===== config.mk =====
export PLATFORM = sky130hd
export DESIGN_NAME = grf_multiport
export DESIGN_NICKNAME = d
export VERILOG_FILES = /design/src/rtl/grf_multiport.sv
export SDC_FILE = /design/constraint.sdc
export NUM_CORES = 2
export LEC_CHECK = 0
export ABC_AREA = 1
export CAP_MARGIN = 15
export CORE_MARGIN = 1.5
export CORE_UTILIZATION = 40
export CTS_BUF_LIST = sky130_fd_sc_hd__clkbuf_16
export DETAILED_ROUTE_END_ITERATION = 6
export DONT_BUFFER_PORTS = 1
export PLACE_DENSITY = 0.58
export SLEW_MARGIN = 20
export SYNTH_ARGS = -nofsm -noshare
export SYNTH_HDL_FRONTEND = slang
export SYNTH_SLANG_ARGS = --single-unit
export TNS_END_PERCENT = 50

===== constraint.sdc =====
create_clock -name clk -period 5.15 [get_ports clk]
set_input_delay 0.515 -clock clk [delete_from_list [all_inputs] [get_ports clk]]
set_output_delay 0.515 -clock clk [all_outputs]
set_load 0.005 [all_outputs]

===== src/rtl/grf_multiport.sv =====
// Multi-read-port general register file with optional write-to-read forwarding,
// register 0 hardwired to zero, and a valid/ready commit-log FIFO of every write.
module grf_multiport #(
  parameter int DATA_W    = 32,
  parameter int ADDR_W    = 5,
  parameter int NUM_RD    = 2,
  parameter int BYPASS    = 1,
  parameter int LOG_DEPTH = 8,
  parameter int PC_W      = 32
) (
  input  logic                       clk,
  input  logic                       reset,
  input  logic [PC_W-1:0]            pc,
  input  logic [NUM_RD*ADDR_W-1:0]   raddr,
  output logic [NUM_RD*DATA_W-1:0]   rdata,
  input  logic                       we,
  input  logic [ADDR_W-1:0]          waddr,
  input  logic [DATA_W-1:0]          wdata,
  output logic                       log_valid,
  input  logic                       log_ready,
  output logic [PC_W-1:0]            log_pc,
  output logic [ADDR_W-1:0]          log_addr,
  output logic [DATA_W-1:0]          log_data,
  output logic [$clog2(LOG_DEPTH):0] log_count,
  output logic [15:0]                log_drop
);

  localparam int NUM_REGS = 2 ** ADDR_W;
  localparam int PTR_W    = $clog2(LOG_DEPTH);
  localparam int CNT_W    = PTR_W + 1;

  typedef struct packed {
    logic [PC_W-1:0]   pc;
    logic [ADDR_W-1:0] addr;
    logic [DATA_W-1:0] data;
  } log_entry_t;

  // ---------------------------------------------------------------------------
  // Architectural registers
  // ---------------------------------------------------------------------------
  logic [DATA_W-1:0] regs [NUM_REGS];

  // NOTE: the register array is reset element by element because its contents
  // are architecturally visible after reset; the log storage below is not.
  always_ff @(posedge clk or negedge reset) begin
    if (!reset) begin
      for (int i = 0; i < NUM_REGS; i++) begin
        // NOTE: sequential state uses non-blocking assignment so every flop
        // samples pre-edge values regardless of process ordering.
        regs[i] <= '0;
      end
    end else if (we && (waddr != '0)) begin
      regs[waddr] <= wdata;
    end
  end

  // Zero-latency reads; index 0 wins over forwarding so r0 can never be non-zero.
  always_comb begin
    // NOTE: a full default before the loop keeps every bit assigned on every
    // path, so no latch is inferred.
    rdata = '0;
    for (int k = 0; k < NUM_RD; k++) begin
      if (raddr[k*ADDR_W +: ADDR_W] == '0) begin
        rdata[k*DATA_W +: DATA_W] = '0;
      end else if ((BYPASS != 0) && we && (waddr == raddr[k*ADDR_W +: ADDR_W])) begin
        rdata[k*DATA_W +: DATA_W] = wdata;
      end else begin
        rdata[k*DATA_W +: DATA_W] = regs[raddr[k*ADDR_W +: ADDR_W]];
      end
    end
  end

  // ---------------------------------------------------------------------------
  // Commit-log FIFO
  // ---------------------------------------------------------------------------
  log_entry_t       log_mem [LOG_DEPTH];
  logic [PTR_W-1:0] wr_ptr;
  logic [PTR_W-1:0] rd_ptr;
  logic             full;
  logic             pop;
  logic             push_ok;
  logic             drop;
  log_entry_t       head;

  assign log_valid = (log_count != '0);
  assign full      = (log_count == CNT_W'(LOG_DEPTH));
  assign pop       = log_valid && log_ready;
  // A full FIFO still accepts a push when the head leaves on the same edge.
  assign push_ok   = we && (!full || pop);
  assign drop      = we && full && !pop;

  // Entry storage only; occupancy tracking decides which slots are meaningful.
  always_ff @(posedge clk) begin
    if (push_ok) begin
      log_mem[wr_ptr] <= '{pc: pc, addr: waddr, data: wdata};
    end
  end

  always_ff @(posedge clk or negedge reset) begin
    if (!reset) begin
      wr_ptr    <= '0;
      rd_ptr    <= '0;
      log_count <= '0;
      log_drop  <= '0;
    end else begin
      if (push_ok) begin
        wr_ptr <= wr_ptr + PTR_W'(1);
      end
      if (pop) begin
        rd_ptr <= rd_ptr + PTR_W'(1);
      end
      case ({push_ok, pop})
        2'b10:   log_count <= log_count + CNT_W'(1);
        2'b01:   log_count <= log_count - CNT_W'(1);
        default: log_count <= log_count;
      endcase
      if (drop && (log_drop != 16'hFFFF)) begin
        log_drop <= log_drop + 16'd1;
      end
    end
  end

  // Head is a pure function of rd_ptr, so it holds steady while stalled.
  assign head     = log_mem[rd_ptr];
  assign log_pc   = head.pc;
  assign log_addr = head.addr;
  assign log_data = head.data;

endmodule


## After elaboration in Yosys (flattened, before gate mapping)

Memory sizes are Yosys's and may differ from the RTL's.
Cells that the tools add are included.

| word-level totals | value |
|---|---|
| register bits after elaboration | 1050 |
| bits in writable memories | 552 |
| bits of input ports | 83 |
| output and inout port bits | 154 |
| word-level logic and storage cells | 88 |
| memories | 1 |

| cells by class | value |
|---|---|
| $add $sub $neg | 5 |
| $lt $le $gt $ge | 4 |
| equality and inequality tests | 6 |
| multiplexer cells | 16 |
| bitwise operators | 3 |
| reductions and logical operators | 17 |

Memories:

| memory | words | width | read ports | clocked after memory_dff | wr ports | line | RTL |
|---|---|---|---|---|---|---|---|
| log_mem | 8 | 69 | 1 | 0 | 1 | 76 | `log_entry_t log_mem [LOG_DEPTH];` |

Operators with widths:

| kind | count |
|---|---|
| $bwmux 1024 | 1 |
| $bmux 32 s5 | 2 |
| $mux 32 | 9 |
| $demux 32 s5 | 1 |
| $ge 6x6->1 const B | 3 |
| $not 5->6 | 3 |
| $add 16x1->16 const B | 1 |
| $ne 16x16->1 const B | 1 |
| $eq 5x5->1 | 2 |
| $logic_not 5->1 | 2 |
| $logic_and 1x1->1 | 9 |
| $pmux 4 s2 | 1 |
| $add 3x1->3 const B | 2 |
| $lt 6x1->1 const B | 1 |
| $reduce_bool 5->1 | 1 |
| $add 4x1->4 const B | 1 |
| $eq 4x4->1 const B | 1 |
| $reduce_bool 4->1 | 1 |
| $sub 4x1->4 const B | 1 |
| $eq 2x1->1 const B | 1 |
| $eq 2x2->1 const B | 1 |
| $logic_not 1->1 | 2 |
| $mux 1 | 2 |
| $reduce_bool 2->1 | 1 |
| $logic_or 1x1->1 | 1 |

## Longest topological paths before layout

| depth | value |
|---|---|
| depth after elaboration | 6 |
| depth in mapped cells | 14 |
| gate-level depth less buffers | 14 |

## Least setup slack after synthesis

Ideal clock, no wire load.

| timing | value |
|---|---|
| path type | input-to-reg |
| start point | input log_ready |
| end point | memory log_mem[0][0] in the netlist's numbering, enable pin |
| setup time | 0.496 ns |
| data arrival time | 3.925 ns |
| data required time | 4.654 ns |
| slack | 0.729 ns |
| stages | 5 |
| buffers on the path | 0 |
| cells stage by stage | inv_1 > nand3_1 > nand2_1 > or2_2 > nor2_1 |

| between the ends | value |
|---|---|
| word-level cells in the longest chain between the ends | 5 |

RTL lines:

| item | line | RTL |
|---|---|---|
| start, declared | 20 | `input logic log_ready,` |
| $logic_and 1x1->1 | 87 | `assign pop = log_valid && log_ready;` |
| $logic_or 1x1->1 | 89 | `assign push_ok = we && (!full \|\| pop);` |
| $logic_and 1x1->1 | 89 |  |
| $mux 1 | 94 | `if (push_ok) begin` |
| $mux 1 (implied by the code) | 95 | `log_mem[wr_ptr] <= '{pc: pc, addr: waddr, data: wdata};` |
| end, declared | 76 |  |

Every way passes these cells.

## Worst setup path in the final report

| timing | value |
|---|---|
| start point | input raddr[0] |
| end point | output rdata[9] |

| between the ends | value |
|---|---|
| word-level cells in the longest chain between the ends | 6 |
| elaborated cells on any way between the ends | 9 |
| those cells by class | eq/ne: 1; mux: 5; bitwise: 1; reduce/logical: 2 |

RTL lines:

| item | line | RTL |
|---|---|---|
| start, declared | 14 | `input logic [NUM_RD*ADDR_W-1:0] raddr,` |
| $not 5->6 (implied by the code) | 68 | `rdata[k*DATA_W +: DATA_W] = regs[raddr[k*ADDR_W +: ADDR_W]];` |
| $bmux 32 s5 | 68 |  |
| $mux 32 (implied by the code) (2 in a row) | 68 |  |
| $mux 32 | 65 | `end else if ((BYPASS != 0) && we && (waddr == raddr[k*ADDR_W +: ADDR_W])) begin` |
| $mux 32 (*) | 63 | `if (raddr[k*ADDR_W +: ADDR_W] == '0) begin` |
| end, declared | 15 | `output logic [NUM_RD*DATA_W-1:0] rdata,` |

Every way passes the cells marked *; elsewhere a longest branch is shown, timed or not. The select of a mux whose other input is x is not followed.

==> summary.md <==
| Metric | Value |
|---|---|
| Reg-to-reg critical path endpoint | `log_mem[3][40]$_DFFE_PP_` |
| Final Cycle Share | `1.12` |
| Setup-failing EPs final | `32` |
| Pre-CTS WS | `1560 ps` |
| Combinational Power Share | `0.229` |
| Multi-input logic area | `0.0319 mm²` |
| FF/Latch Area | `0.0429 mm²` |
| Synth area leaders | `dfrtp_1 (33%), edfxtp_1 (21%), nand2_1 (13%)` |
| WL/cell | `24.0 µm` |
| Final Wtd Congestion | `0.893` |
| Clock Sinks | `1602` |
| Share of cells above drive strength 1 | `0.0464` |
| Worst slew pin tran | `between 3000 and 4000 ps` |
| Worst Setup End Kind | `output pin` |
| Reg2reg path depth | `7` |
| Run status | `finished, violations left` |
| Most common cell on crit path | `nand2_1` |
| Post-route ant nets | `0` |
| Buf+Inv Stages, Crit Path | `2` |
| Sw Ratio | `0.336` |
| Max Cap Viol | `0` |
| First-pass GRT wire length | `449000 µm` |
| DIE HEIGHT | `~450 µm` |
| YS warnings | `0` |
| IO Count | `237` |
| CTS resizes | `0` |
| Cell count after synthesis | `10200` |
| Async S/R FF share, synth | `0.655` |
| CP arrival | `5240 ps` |
| Most common cell in the netlist | `nand2_1` |
| Post-synthesis cell type count | `32` |
| Final Hold Viols | `0` |
| Placed insts | `around 12000` |
| Clk_lat worst skew | `840 ps` |
| Via count of the first global-routing pass | `67900` |
| Clk slew on worst S/H paths | `60 ps` |
| Root buf cell | `clkbuf_16` |
| Post-synth EDFFs | `552` |
| Max Clock Skew | `between 30 and 40 ps` |
| Worst-path fanout max | `782` |
| TritonCTS clock tree | `yes` |
| P_sw | `12.8 mW` |
| Slew headroom | `-1.10` |
| Grt ovf | `0` |
| VDD IR-drop max | `502 µV` |
| Critical Path End | `rdata[9]` |
| Post-DP Area | `0.0821 mm²` |
| CP cell instances | `inv_8 -> buf_12 -> nand2_1 -> nand3_1 -> nand3_1 -> nand2_1 -> a21oi_1 -> nand2_1 -> nand2_1 -> a21oi_1` |
| Die extent in x | `~450 µm` |
| Final Hold Slack | `between 50 and 60 ps` |
| Post-DP HPWL | `157000 µm` |
| DRT Pass-1 Iters | `7` |
| PD cells | `~430 mW/mm²` |
| Die area | `0.204 mm²` |
| Number of DRC markers in iteration 0 | `9275` |
| Synth Flop Type | `dfrtp_1` |
| Pins over their slew limit | `681` |
| Slowest cell on crit path | `inv_8` |
| Register area share after synthesis | `0.532` |
| Largest net degree at the start of global routing | `783` |
| RSZ-0062 raised after global routing | `no` |
| Setup slack, reg-to-reg | `between 2000 and 2500 ps` |
| IO buf count | `0` |
| Drt drc | `0` |
| Clock network power share | `0.332` |
| CP peak stage delay | `1670 ps` |
| F_max | `174 MHz` |
| Final non-filler cell total | `12600` |
| Synth Cell Area | `0.0806 mm²` |
| Sum Neg Setup Slack | `-12220 ps` |
| CTS H-Tree Depth | `4` |
| Top delay family on crit path | `buffers and inverters` |
| Worst hold-check path type | `in -> async` |
| CP Launch Type | `input port` |
| CORE AREA | `0.200 mm²` |
| Most frequent cells after synthesis | `nand2_1 (2704), o21ai_0 (1642), nand3_1 (1090)` |
| Worst setup margin | `-604 ps` |
| Area growth syn-to-layout | `10.1%` |
| Worst path depth | `10` |
| Vias after detailed routing | `approximately 72000` |
| Critical Path Start | `raddr[0]` |
| Setup CP Type | `in -> out` |
| Post-synth top area share | `0.326` |
| Fin area | `0.0887 mm²` |
| Initial Util | `0.403` |
| Detailed Route WL | `301000 µm` |
| Synth Area per Inst | `a little under 8 µm²` |
| Nets | `9805` |
| CP required | `4640 ps` |
| Cell Int Power | `25.2 mW` |
| Area leader, netlist | `dfrtp_1` |
| Longest Clk Path Bufs | `3` |
| Initial antenna violation count | `34` |
| Failing checks | `slew limit, setup timing` |
| Worst reg2reg path startpoint | `log_count[0]$_DFFE_PN0P_` |
| Total leakage power | `38.2 nW` |
| Synthesized flop and latch total | `1602` |
| Global-route usage over all layers | `0.290` |
| Fillers | `between 15000 and 20000` |
| Via-per-instance ratio | `5.75` |
| Reg power frac | `0.439` |
| Total clock buffers created by CTS | `roughly 180` |
| Row cnt | `164` |
| Min cycle time layout | `around 5800 ps` |
| Syn_nets | `roughly 10000` |
-- cell usage in the layout (no fill, tap or decap), types with 10 or more instances in the layout --
cell	synthesis	layout
dlygate4sd3_1	0	73
diode_2	0	41
inv_1	716	738
clkinv_2	0	31
a31oi_1	69	69
buf_4	0	78
o211ai_1	206	206
nor2_1	823	811
o21ai_0	1642	1642
a21oi_1	309	309
nor2_4	1	18
nor3_1	16	16
buf_12	0	24
edfxtp_1	552	552
o22ai_1	75	75
nand2_2	14	21
xor2_1	15	15
bufinv_16	0	15
nand2_1	2704	2694
clkbuf_16	0	177
clkinv_1	2	50
dfrtp_1	1050	1048
or2_2	37	37
buf_16	0	10
nand3_1	1090	1088
-- through the flow --
stage	utilization	total power [mW]
floorplan	-	22.8
global placement	0.410	25.1
detailed placement	0.410	25.3
CTS	0.443	38.1
global route	0.443	40.0
finish	0.443	38.0
-- cells by family (layout without fill, tap and decap cells) --
logic type | Yosys count | after routing | synth area share
AO/OA/AOI/OAI | 2308 | 2308 | 0.152
XOR/XNOR | 19 | 19 | 0.00206
adder cells (fa/ha/maj) | 4 | 4 | 0.000621
buffers and inverters | 1588 | 1232 | 0.0751
flip-flops | 1602 | 1602 | 0.532
other | 0 | 41 | 0
AND/OR/NAND/NOR | 4698 | 4698 | 0.239
-- power groups by stage --
stage               sequential [mW]  clock (mW)  combinational, mW
finish                         16.7        12.6               8.70
global route                   16.9        13.3               9.84
CTS                            16.6        12.8               8.67
detailed placement             16.8           0               8.48
global placement               16.8           0               8.31
floorplan                      16.5           0               6.31
-- metal layers --
layer | wire, µm | vias to the layer above | global-route usage
li1 | - | 32800 | -
met1 | 124000 | 34900 | 0.392
met2 | 133000 | 3834 | 0.449
met3 | 31100 | 692 | 0.0599
met4 | 13600 | 8 | 0.132
met5 | 52 | - | 0
-- worst min-delay path by stage --
stage                                     to  slack, ps  start  cells past startpoint
floorplan           log_count[0]$_DFFE_PN0P_        220  reset                      0
global placement      regs[1014]$_DFFE_PN0P_        220  reset                      0
detailed placement    regs[1014]$_DFFE_PN0P_        220  reset                      0
CTS                   regs[1014]$_DFFE_PN0P_          2  reset                      1
global route          regs[1014]$_DFFE_PN0P_         30  reset                      1
finish                regs[1014]$_DFFE_PN0P_         50  reset                      1
-- flip-flops by register name, indices dropped and copies added (netlist names) --
name	count
log_mem	552
rd_ptr	3
wr_ptr	3
log_drop	16
log_count	4
regs	1024
-- what timing repair did --
action                    CTS  global route
hold buffers               74             0
hold endpoints to repair  859             0
buffers inserted            0             0
-- area by class of cell --
cell class / count / area share
diodes: 41 / 0.00116
flip-flops and latches: 1602 / 0.483
repair buffers: 185 / 0.0234
inverters: 724 / 0.0311
well taps: 2656 / 0.0375
clock inverters: 146 / 0.0146
clock buffers: 177 / 0.0499
multi-input cells: 7029 / 0.359
No activity file was read; power rests on OpenSTA's default activity.
